File: src/rtl/pending_event_encoder.sv
// Pending-event encoder: request pulses are held in a sticky pending register
// and presented one index at a time on a Valid/Ready handshake.
module pending_event_encoder #(
    parameter int WIDTH = 8,
    parameter int IDX_W = 3
) (
    input  logic             Clk,
    input  logic             Reset,
    input  logic [WIDTH-1:0] In,
    input  logic             Mode,
    input  logic             Ready,
    input  logic             ClearOvf,
    output logic [IDX_W-1:0] Out,
    output logic             Valid,
    output logic             Good,
    output logic [WIDTH-1:0] Pending,
    output logic             Overflow
);

    typedef enum logic [0:0] {
        IDLE = 1'b0,
        HOLD = 1'b1
    } state_t;

    // One-hot decode of an index, limited to the WIDTH existing lines.
    function automatic logic [WIDTH-1:0] onehot(input logic [IDX_W-1:0] idx);
        logic [WIDTH-1:0] vec;
        vec = '0;
        for (int i = 0; i < WIDTH; i++) begin
            vec[i] = (IDX_W'(i) == idx);
        end
        return vec;
    endfunction

    // First set index at or above start, wrapping modulo WIDTH. The vector is
    // rotated so the search is always a lowest-set-bit scan.
    function automatic logic [IDX_W-1:0] sel_index(input logic [WIDTH-1:0] vec,
                                                   input logic [IDX_W-1:0] start);
        logic [WIDTH-1:0] rot;
        logic             found;
        int               pos;
        logic [IDX_W-1:0] result;
        rot    = WIDTH'({vec, vec} >> start);
        found  = 1'b0;
        pos    = 0;
        result = '0;
        for (int k = 0; k < WIDTH; k++) begin
            if (!found && rot[k]) begin
                found = 1'b1;
                pos   = int'(start) + k;
                if (pos >= WIDTH) begin
                    pos = pos - WIDTH;
                end else begin
                    pos = pos;
                end
                result = IDX_W'(pos);
            end else begin
                found = found;
            end
        end
        return result;
    endfunction

    state_t           state_r;
    state_t           state_next_s;
    logic [WIDTH-1:0] pend_r;
    logic [IDX_W-1:0] out_r;
    logic             valid_r;
    logic             good_r;
    logic             ovf_r;
    logic [IDX_W-1:0] ptr_r;

    logic             transfer_s;
    logic [WIDTH-1:0] clr_s;
    logic [WIDTH-1:0] keep_s;
    logic [WIDTH-1:0] pend_next_s;
    logic             ovf_set_s;
    logic             ovf_next_s;
    logic [IDX_W-1:0] ptr_next_s;
    logic [IDX_W-1:0] out_next_s;
    logic             valid_next_s;
    logic [IDX_W-1:0] start_idle_s;
    logic [IDX_W-1:0] start_hold_s;

    // Pending-register datapath, overflow detection and round-robin pointer.
    always_comb begin
        transfer_s  = valid_r & Ready;
        clr_s       = '0;
        ptr_next_s  = ptr_r;
        if (transfer_s) begin
            clr_s = onehot(out_r);
            if (out_r == IDX_W'(WIDTH - 1)) begin
                ptr_next_s = '0;
            end else begin
                ptr_next_s = out_r + IDX_W'(1);
            end
        end else begin
            clr_s      = '0;
            ptr_next_s = ptr_r;
        end
        // keep_s excludes same-cycle requests, so a re-request of the line
        // being transferred is a fresh event rather than an overflow.
        keep_s      = pend_r & ~clr_s;
        pend_next_s = keep_s | In;
        ovf_set_s   = |(In & keep_s);
        if (ovf_set_s) begin
            ovf_next_s = 1'b1;
        end else if (ClearOvf) begin
            ovf_next_s = 1'b0;
        end else begin
            ovf_next_s = ovf_r;
        end
        start_idle_s = Mode ? ptr_r : '0;
        start_hold_s = Mode ? ptr_next_s : '0;
    end

    // Next-state and presented-index selection for the handshake FSM.
    always_comb begin
        state_next_s = state_r;
        out_next_s   = out_r;
        valid_next_s = valid_r;
        case (state_r)
            IDLE: begin
                if (|pend_r) begin
                    out_next_s   = sel_index(pend_r, start_idle_s);
                    valid_next_s = 1'b1;
                    state_next_s = HOLD;
                end else begin
                    valid_next_s = 1'b0;
                    state_next_s = IDLE;
                end
            end
            HOLD: begin
                if (!transfer_s) begin
                    valid_next_s = 1'b1;
                    state_next_s = HOLD;
                end else if (|keep_s) begin
                    out_next_s   = sel_index(keep_s, start_hold_s);
                    valid_next_s = 1'b1;
                    state_next_s = HOLD;
                end else begin
                    valid_next_s = 1'b0;
                    state_next_s = IDLE;
                end
            end
            default: begin
                valid_next_s = 1'b0;
                state_next_s = IDLE;
            end
        endcase
    end

    // State and output registers; Reset overrides any handshake in flight.
    always_ff @(posedge Clk) begin
        if (Reset) begin
            state_r <= IDLE;
            pend_r  <= '0;
            out_r   <= '0;
            valid_r <= 1'b0;
            good_r  <= 1'b0;
            ovf_r   <= 1'b0;
            ptr_r   <= '0;
        end else begin
            state_r <= state_next_s;
            pend_r  <= pend_next_s;
            out_r   <= out_next_s;
            valid_r <= valid_next_s;
            good_r  <= |pend_next_s;
            ovf_r   <= ovf_next_s;
            ptr_r   <= ptr_next_s;
        end
    end

    assign Out      = out_r;
    assign Valid    = valid_r;
    assign Good     = good_r;
    assign Pending  = pend_r;
    assign Overflow = ovf_r;

endmodule

File: config.mk
export PLATFORM = sky130hd
export DESIGN_NAME = pending_event_encoder
export DESIGN_NICKNAME = d
export VERILOG_FILES = /design/src/rtl/pending_event_encoder.sv
export SDC_FILE = /design/constraint.sdc
export NUM_CORES = 1
export LEC_CHECK = 0
export ABC_AREA = 1
export CAP_MARGIN = 10
export CELL_PAD_IN_SITES_DETAIL_PLACEMENT = 0
export CELL_PAD_IN_SITES_GLOBAL_PLACEMENT = 1
export CORE_MARGIN = 2
export CORE_UTILIZATION = 42
export CTS_CLUSTER_DIAMETER = 40
export DETAILED_ROUTE_END_ITERATION = 10
export PLACE_DENSITY_LB_ADDON = 0.1
export RECOVER_POWER = 100
export SLEW_MARGIN = 20
export SYNTH_ARGS = -nofsm -noshare
export SYNTH_HDL_FRONTEND = slang
export SYNTH_SLANG_ARGS = --single-unit
File: constraint.sdc
create_clock -name Clk -period 4.8 [get_ports Clk]
set_input_delay 0.96 -clock Clk [delete_from_list [all_inputs] [get_ports Clk]]
set_output_delay 0.96 -clock Clk [all_outputs]
set_load 0.03 [all_outputs]
# Word-level counts from Yosys, hierarchy flattened
# Cells that the tools add are included.
# word_totals
input_bits,13
ff_bits,17
elab_cells,203
# classes
magnitude_cmp,16
mux,96
shift,2
reduce_logical,35
n_bitwise,6
n_eq_ne,11
n_addsub,31
# ops
cell,n
3-bit two-way mux,39
"4-bit >= comparator, second input constant",14
1-bit two-way mux,54
"3-bit by 1-bit subtractor with 3-bit output, second input constant",16
"3-bit by 3-bit adder with 4-bit output, second input constant",8
8-bit OR reduction,4
16-bit by 3-bit >> shifter with 8-bit output,2
"3-bit by 2-bit adder with 4-bit output, second input constant",4
8-bit bitwise AND,2
1-bit logical AND,14
1-bit zero test,14
"3-bit equality test, first input constant",4
"3-bit by 1-bit adder with 4-bit output, second input constant",2
"3-bit by 4-bit >= comparator with 1-bit output, second input constant",2
8-bit two-way mux,1
8-bit NOT,1
8-bit OR,1
"2-bit by 3-bit equality test with 1-bit output, first input constant",2
3-bit case mux with 2 select lines,1
"2-bit by 1-bit != test with 1-bit output, second input constant",2
"3-bit by 1-bit adder with 3-bit output, second input constant",1
"1-bit by 3-bit equality test with 1-bit output, first input constant",1
"3-bit equality test, second input constant",1
3-bit zero test,1
other kinds (6),6

# Longest topological paths before layout
# Gate-level depths: netlist of run 1.
# depth
depth_word,51
depth_mapped,22
mapped_depth_nobuf,22

# Worst setup path before layout of run 1
# OpenSTA, ideal clock, no wires.
# synth_path
kind,input port to flip-flop
start,in Mode
end,"reg out_r[1], in the netlist Out[1]"
stages,15
t_required_ps,4734
setup_time_ps,66
arrival_ps,2516
path_slack_ps,2218
cell_sequence,buf_6 -> nand2_4 -> inv_2 -> buf_6 -> o211ai_1 -> nand2_1 -> nor2_2 -> nand4_1 -> nor2_2 -> nand2_1 -> o21ai_1 -> nor2_1 -> nor2_1 -> nand2_1 -> a21oi_2
# synth_via
elab_chain_len,48
elab_cells_between_ends,163
classes_between,add/sub: 30; order compare: 16; shift: 2; mux: 87; reduce/logical: 28
# synth_rtl
element,line,source
from (decl),10,"input logic Mode,"
3-bit two-way mux,114,start_hold_s = Mode ? ptr_next_s : '0;
16-bit by 3-bit >> shifter with 8-bit output,43,"rot = WIDTH'({vec, vec} >> start);"
1-bit two-way mux,48,if (!found && rot[k]) begin
1-bit two-way mux,137,end else if (|keep_s) begin
1-bit two-way mux,134,if (!transfer_s) begin
1-bit two-way mux,122,case (state_r)
1-bit zero test,48,
1-bit logical AND,48,
(+32 left out),--,
1-bit two-way mux,134,
1-bit two-way mux,122,
1-bit zero test,48,
1-bit logical AND,48,
3-bit two-way mux,48,
3-bit two-way mux,137,
3-bit two-way mux,134,
3-bit case mux with 2 select lines (*),122,
to (signal assigned),166,out_r <= out_next_s;
to (decl),67,logic [IDX_W-1:0] out_r;
# Every way passes the cells marked *; elsewhere a longest branch is shown, timed or not. The select of a mux whose other input is x is not followed.
# A chain may end at the register's enable or synchronous reset.

# Worst setup path after layout of run 1
# layout_path
start,in Ready
end,"reg out_r[1], in the netlist Out[1]"
# layout_via
elab_chain_len,51
elab_cells_between_ends,95
classes_between,add/sub: 15; order compare: 8; eq/ne: 2; shift: 1; mux: 50; bitwise: 3; reduce/logical: 16
# layout_rtl
element,line,source
from (decl),11,"input logic Ready,"
1-bit bitwise AND (*),87,transfer_s = valid_r & Ready;
8-bit two-way mux,90,if (transfer_s) begin
8-bit NOT,103,keep_s = pend_r & ~clr_s;
8-bit bitwise AND,103,
16-bit by 3-bit >> shifter with 8-bit output,43,
1-bit two-way mux,48,
1-bit two-way mux,137,
1-bit two-way mux,134,
(+35 left out),--,
1-bit two-way mux,134,
1-bit two-way mux,122,
1-bit zero test,48,
1-bit logical AND,48,
3-bit two-way mux,48,
3-bit two-way mux,137,
3-bit two-way mux,134,
3-bit case mux with 2 select lines,122,
# Marks and branches as above.

==> results of run 1 <==
-- sequential cells by signal, indices dropped and copies added (netlist names) --
register,cells
Pending,8
Out,3
ptr_r,3
Good,1
Overflow,1
Valid,1
-- report_power, final --
| part | leakage [nW] | internal (mW) | total, mW | switching (mW) |
|---|---|---|---|---|
| registers | 0.142 | 0.155 | 0.172 | 0.0178 |
| logic | 1.12 | 0.117 | 0.350 | 0.233 |
| clock network | 0.0217 | 0.0586 | 0.115 | 0.0561 |
-- final cells by class --
type / count / share of cell area
multi-input combinational: 308 / 0.637
tap: 70 / 0.0345
clock inverter: 1 / 0.00296
inverter: 48 / 0.0729
clock buffer: 3 / 0.0163
timing repair buffer: 26 / 0.102
sequential: 17 / 0.134
-- routing by layer --
layer	vias to the layer above	wire length, um	GRT usage
met3	2	256	0.0256
met1	1058	3140	0.317
met5	-	0	0
met2	61	2610	0.346
met4	0	9	0.0339
li1	1291	-	-
-- worst max path at each step --
stage	end	depth (start not counted)	slack, ns	start
2_1_floorplan	Out[1]	15	2.22	Mode
3_3_place_gp	Out[1]	15	0.98	Mode
3_5_place_dp	Out[1]	15	0.89	Mode
4_1_cts	Out[1]	15	1.15	Mode
5_1_grt	Out[1]	15	0.50	Ready
6_report	Out[1]	15	0.82	Ready
-- through the flow --
step                total power, mW   util  cells  cell area, um^2
CTS                           0.646  0.496    473             2550
floorplan                     0.446      -    386             2260
global route                  0.698  0.494    473             2540
detailed placement            0.527  0.486    469             2500
finish                        0.637  0.494    473             2540
global placement              0.529  0.486    469             2500
-- worst reg2reg max path, delay by kind of cell, from the launching register on --
family	cells	cell delay [ns]
buffers and inverters	3	0.57
DFF	1	0.52
and+or+nand+nor	7	0.75
adders and majority gates	1	0.29
AOI/OAI and AO/OA	3	0.76
-- kinds of logic (layout without fill, tap and decap cells) --
group,after synthesis,count (layout)
flops,17,17
xor+xnor,4,4
compound gates,48,48
buf+inv,61,78
fa+ha+maj,10,10
simple gates,246,246
-- synth_stat cells (2+ instances only) --
cell / instances
nand2_1: 105
nor2_1: 53
nand3_1: 45
inv_1: 43
dfxtp_1: 17
o21ai_0: 15
o21ai_1: 12
nand4_1: 11
ha_1: 10
a21oi_1: 9
nand2_2: 6
buf_6: 5
nand2_4: 5
nand3_2: 4
buf_4: 3
inv_2: 3
nor2_2: 3
nor3_1: 3
a21oi_2: 2
nand3_4: 2
nand4_2: 2
nor2_4: 2
nor4_1: 2
o21a_1: 2
o21ai_2: 2
xnor2_1: 2
xor2_1: 2
==> flow_metrics.env, run 1 <==
export IMPL_final_layout_size_suffix_gt1_frac=0.0943
export IMPL_cts_root_buf="clkbuf_8"
export IMPL_core_um2=5140
export IMPL_synth_mux_area_frac=0
export IMPL_grt_pass1_vias=2298
export IMPL_setup_slack_ns=0.818
export IMPL_final_nets=427
export IMPL_start_util=0.440
export IMPL_fin_skew_ns=0.00440
export IMPL_hold_viol=0
export IMPL_place_congestion=0.854
export IMPL_critPathArrivalTime_ns=4.11
export IMPL_ir_worst_vdd_mv=0.106
export IMPL_synthArstFlopShare=0
export IMPL_r2r_end="Out[1]"
export IMPL_die_w_um=77.4
export IMPL_place_hpwl_um=4900
export IMPL_cts_tree="yes"
export IMPL_fmax_ghz=0.251
export IMPL_drc=0
export IMPL_numCtsBuffers=3
export IMPL_track_usage=0.216
export IMPL_yosysSeqAreaShare=0.150
export IMPL_syn_avg_cell_area_um2=5.86
export IMPL_multiInputGateArea_um2=1620
export IMPL_pin_count=27
export IMPL_cts_resized=0
export IMPL_num_rows=26
export IMPL_cpMaxStageDelayCell="o21ai_0"
export IMPL_netlist_instances=386
export IMPL_clock_latency_ns=0.26
export IMPL_whs_ns=0.545
export IMPL_hold_class="register to register"
export IMPL_worst_pin_slew_ns=0.671
export IMPL_cp_start_kind="primary input"
export IMPL_diodes=0
export IMPL_portBuffers=26
export IMPL_synth_top_area_cell="nand2_1"
export IMPL_required_ns=4.92
export IMPL_crit_fanout=13
export IMPL_clk_pin_slew_ns=0.08
export IMPL_cap_violations=0
export IMPL_reg2reg_slack_ns=1.76
export IMPL_grt_ovfl_total=0
export IMPL_seqCellArea_um2=340
export IMPL_clock_sinks=17
export IMPL_tns_ns=0
export IMPL_synthToLayoutAreaGrowth_pct=12.3
export IMPL_grt_pass1_wl_um=10700
export IMPL_ys_seq_elements=17
export IMPL_synth_fp_nets=409
export IMPL_min_path_cells=2
export IMPL_rsz0062_at_grt="false"
export IMPL_crit_top_cell="nand2_1"
export IMPL_drt_initial_drc_count=140
export IMPL_synth_cell_type_count=43
export IMPL_power_density_nw_per_um2=251
export IMPL_fill_cells=601
export IMPL_hold_end="Overflow"
export IMPL_place_ws_ns=0.891
export IMPL_critical_path_max_stage_delay_ns=0.64
export IMPL_h_tree_depth=1
export IMPL_hold_buffers=0
export IMPL_chipHeight_um=77.4
export IMPL_synth_top_cell_area_share=0.174
export IMPL_final_setup_viol_count=0
export IMPL_dr_pass1_iters=4
export IMPL_syn_area_um2=2260
export IMPL_period_needed_ns=3.98
export IMPL_hold_path_startpoint="Overflow"
export IMPL_final_common_cell="nand2_1"
export IMPL_cp_top_family="buffers and inverters"
export IMPL_final_cell_mix="106 x nand2_1, 53 x nor2_1, 45 x nand3_1, 43 x inv_1, 19 x o21ai_0"
export IMPL_synth_xor_area_share=0.0155
export IMPL_synthTopCellsByArea="nand2_1 17%, dfxtp_1 15%, nand3_1 10%"
export IMPL_status="finished, final reports clean"
export IMPL_rr_startpoint="Out[2]"
export IMPL_relSlewSlack=0.549
export IMPL_avgRoutedWirePerCell_um=12.7
export IMPL_cts_setup_buffers=0
export IMPL_dieArea_um2=5990
export IMPL_grt_max_degree=18
export IMPL_critPathBufInv=4
export IMPL_p_leak_nw=1.29
export IMPL_endpoint_kind="register"
export IMPL_synth_edff_count=0
export IMPL_wl_um=6020
export IMPL_worst_r2r_cell_count=14
export IMPL_synth_ff_type="dfxtp_1"
export IMPL_synthAdderAreaFrac=0.0553
export IMPL_drv_slew=0
export IMPL_viasPerCell=5.10
export IMPL_antenna_found_initial=0
export IMPL_worstSetupPathType="primary input to register"
export IMPL_ant_nets=0
export IMPL_post_route_period_util=0.829
export IMPL_synth_simple_area_share=0.523
export IMPL_clock_path_buffers=2
export IMPL_synth_top_family_by_area="simple AND/OR/NAND/NOR gates"
export IMPL_vias=2412
export IMPL_synth_compound_area_frac=0.124
export IMPL_crit_chain="dlygate4sd3_1 -> nand2_1 -> clkinv_4 -> nand2_1 -> o21ai_2 -> nor2_4 -> clkinv_1 -> o21ai_0 -> inv_1 -> nand4_1 -> nand3_1 -> nor2_1 -> nand2_1 -> nand2_1 -> a21oi_2"
export IMPL_yosys_warnings=0
No activity file was read; power rests on OpenSTA's default activity.
==> inputs of run 2 (changes only) <==
- CORE_UTILIZATION: 42 -> 35
- clock period: 4.8 -> 3.3 ns (I/O delays scaled with it)
==> run 2 against run 1 <==
  * Global-route usage shrank 2.4 points
  * Cell count is 4.2% higher
  * Critical path depth down 1
  * Clock skew up 0.0019 ns
  * Critical path type unchanged
  * Sequential power increased by 47%
  * Hold slack worse by 0.0036 ns
  * First-iteration DRC count decreased by 30%
  * Core utilization fell by 7.4 points
==> flow_metrics.env, run 2 (same netlist as run 1, synthesis figures left out) <==
export IMPL_comb_power_share=0.557
export IMPL_cts_resized=0
export IMPL_pin_count=27
export IMPL_ir_worst_vdd_mv=0.176
export IMPL_cpMaxStageDelayCell="dlygate4sd3_1"
export IMPL_final_common_cell="nand2_1"
export IMPL_ant_nets=0
export IMPL_drt_initial_drc_count=98
export IMPL_post_route_period_util=0.909
export IMPL_fmax_ghz=0.333
export IMPL_dr_pass1_iters=4
export IMPL_drc=0
export IMPL_cp_start_kind="primary input"
export IMPL_multiInputGateArea_um2=1630
export IMPL_clock_latency_ns=0.26
export IMPL_vias=2424
export IMPL_grt_ovfl_total=0
export IMPL_num_rows=29
export IMPL_final_layout_size_suffix_gt1_frac=0.123
export IMPL_rr_startpoint="Out[0]"
export IMPL_cap_violations=0
export IMPL_diodes=0
export IMPL_p_switching_uw=455
export IMPL_chipHeight_um=84.4
export IMPL_worst_r2r_cell_count=18
export IMPL_hold_end="Overflow"
export IMPL_fin_skew_ns=0.00625
export IMPL_final_cell_count_no_fill=493
export IMPL_synthToLayoutAreaGrowth_pct=17.1
export IMPL_critical_path_max_stage_delay_ns=0.62
export IMPL_grt_pass1_wl_um=11200
export IMPL_crit_chain="dlygate4sd3_1 -> nand2_4 -> o21ai_0 -> nand3_1 -> nand3_2 -> nand3_1 -> nand2_2 -> nand3_4 -> nor2_8 -> nand4_2 -> o21a_1 -> nand2_1 -> nand2_1 -> a21oi_2"
export IMPL_worstSetupPathType="primary input to register"
export IMPL_fill_cells=735
export IMPL_place_ws_ns=0.0667
export IMPL_wl_um=6570
export IMPL_avgRoutedWirePerCell_um=13.3
export IMPL_clock_sinks=17
export IMPL_clk_pin_slew_ns=0.08
export IMPL_pwr_share_clk=0.177
export IMPL_track_usage=0.193
export IMPL_final_setup_viol_count=0
export IMPL_final_nets=440
export IMPL_r2r_end="Out[2]"
export IMPL_drv_slew=0
export IMPL_period_needed_ns=3.00
export IMPL_hold_class="register to register"
export IMPL_rsz0062_at_grt="false"
export IMPL_critical_path_startpoint="Ready"
export IMPL_place_hpwl_um=5500
export IMPL_seqCellArea_um2=340
export IMPL_min_path_cells=2
export IMPL_sequentialPowerShare=0.266
export IMPL_core_um2=6310
export IMPL_grt_pass1_vias=2434
export IMPL_reg2reg_slack_ns=0.62
export IMPL_p_int_uw=498
export IMPL_place_congestion=0.881
export IMPL_required_ns=3.50
export IMPL_relSlewSlack=0.556
export IMPL_cts_root_buf="clkbuf_8"
export IMPL_setup_slack_ns=0.300
export IMPL_dieArea_um2=7120
export IMPL_start_util=0.358
export IMPL_critPathBufInv=1
export IMPL_p_leak_nw=1.35
export IMPL_tns_ns=0
export IMPL_cts_tree="yes"
export IMPL_sw_frac_of_total=0.477
export IMPL_hold_viol=0
export IMPL_worst_pin_slew_ns=0.664
export IMPL_critPathArrivalTime_ns=3.20
export IMPL_h_tree_depth=1
export IMPL_hold_buffers=0
export IMPL_status="finished, final reports clean"
export IMPL_numCtsBuffers=3
export IMPL_fin_util=0.420
export IMPL_largest_reg_flops=8
export IMPL_endpoint_kind="register"
export IMPL_cp_top_family="simple AND/OR/NAND/NOR gates"
export IMPL_clock_path_buffers=2
export IMPL_hold_path_startpoint="Overflow"
export IMPL_crit_fanout=9
export IMPL_power_uw=952
export IMPL_final_cell_mix="105 x nand2_1, 53 x nor2_1, 45 x nand3_1, 43 x inv_1, 17 x dfxtp_1"
export IMPL_grt_max_degree=17
export IMPL_antenna_found_initial=0
export IMPL_portBuffers=26
export IMPL_dpl_cell_count=489
export IMPL_power_density_nw_per_um2=359
export IMPL_viasPerCell=4.92
export IMPL_cts_setup_buffers=0
export IMPL_die_w_um=84.4
==> run 2: cell type report <==
| class | count | area share |
|---|---|---|
| Clock buffer | 3 | 0.0156 |
| Timing Repair Buffer | 39 | 0.134 |
| Sequential cell | 17 | 0.128 |
| Inverter | 48 | 0.0699 |
| Multi-Input combinational cell | 308 | 0.613 |
| Tap cell | 77 | 0.0364 |
| Clock inverter | 1 | 0.00283 |
==> run 2: worst register-to-register path: cells and delay by family (launching register included) <==
kind / cells / cell delay [ns]
AND/OR/NAND/NOR: 12 / 1.22
adder cells (fa/ha/maj): 2 / 0.43
buffers and inverters: 2 / 0.21
AO/OA/AOI/OAI: 2 / 0.31
flip-flops: 1 / 0.46
==> run 2: per-layer routing <==
| metal | share of wire | GRT usage | vias up |
|---|---|---|---|
| met5 | 0 | 0 | - |
| met4 | 0.011 | 0.0375 | 0 |
| met3 | 0.037 | 0.0295 | 8 |
| met2 | 0.46 | 0.333 | 47 |
| met1 | 0.49 | 0.257 | 1058 |
| li1 | - | - | 1311 |
==> run 2: how the worst max path moves through the flow <==
stage                     slack, ns  cells past startpoint  endpoint
final                          0.30                     14    Out[2]
after global routing           0.05                     15    Out[1]
after global placement         0.11                     19    Out[1]
after CTS                      0.34                     16    Out[1]
after floorplan                0.80                     15    Out[2]
after detailed placement       0.07                     16    Out[1]
==> run 2: metrics by stage <==
stage / instance area, um^2 / hold WS, ns
floorplan: 2260 / 0.530
global placement: 2610 / 0.548
detailed placement: 2610 / 0.542
CTS: 2650 / 0.555
global route: 2650 / 0.593
finish: 2650 / 0.541
==> run 2: power by group through the flow <==
stage	clock (mW)	sequential (mW)	combinational, mW
after global placement	0	0.260	0.541
after CTS	0.176	0.255	0.540
final	0.169	0.253	0.530
after floorplan	0	0.279	0.370
after global routing	0.181	0.257	0.598
after detailed placement	0	0.259	0.537
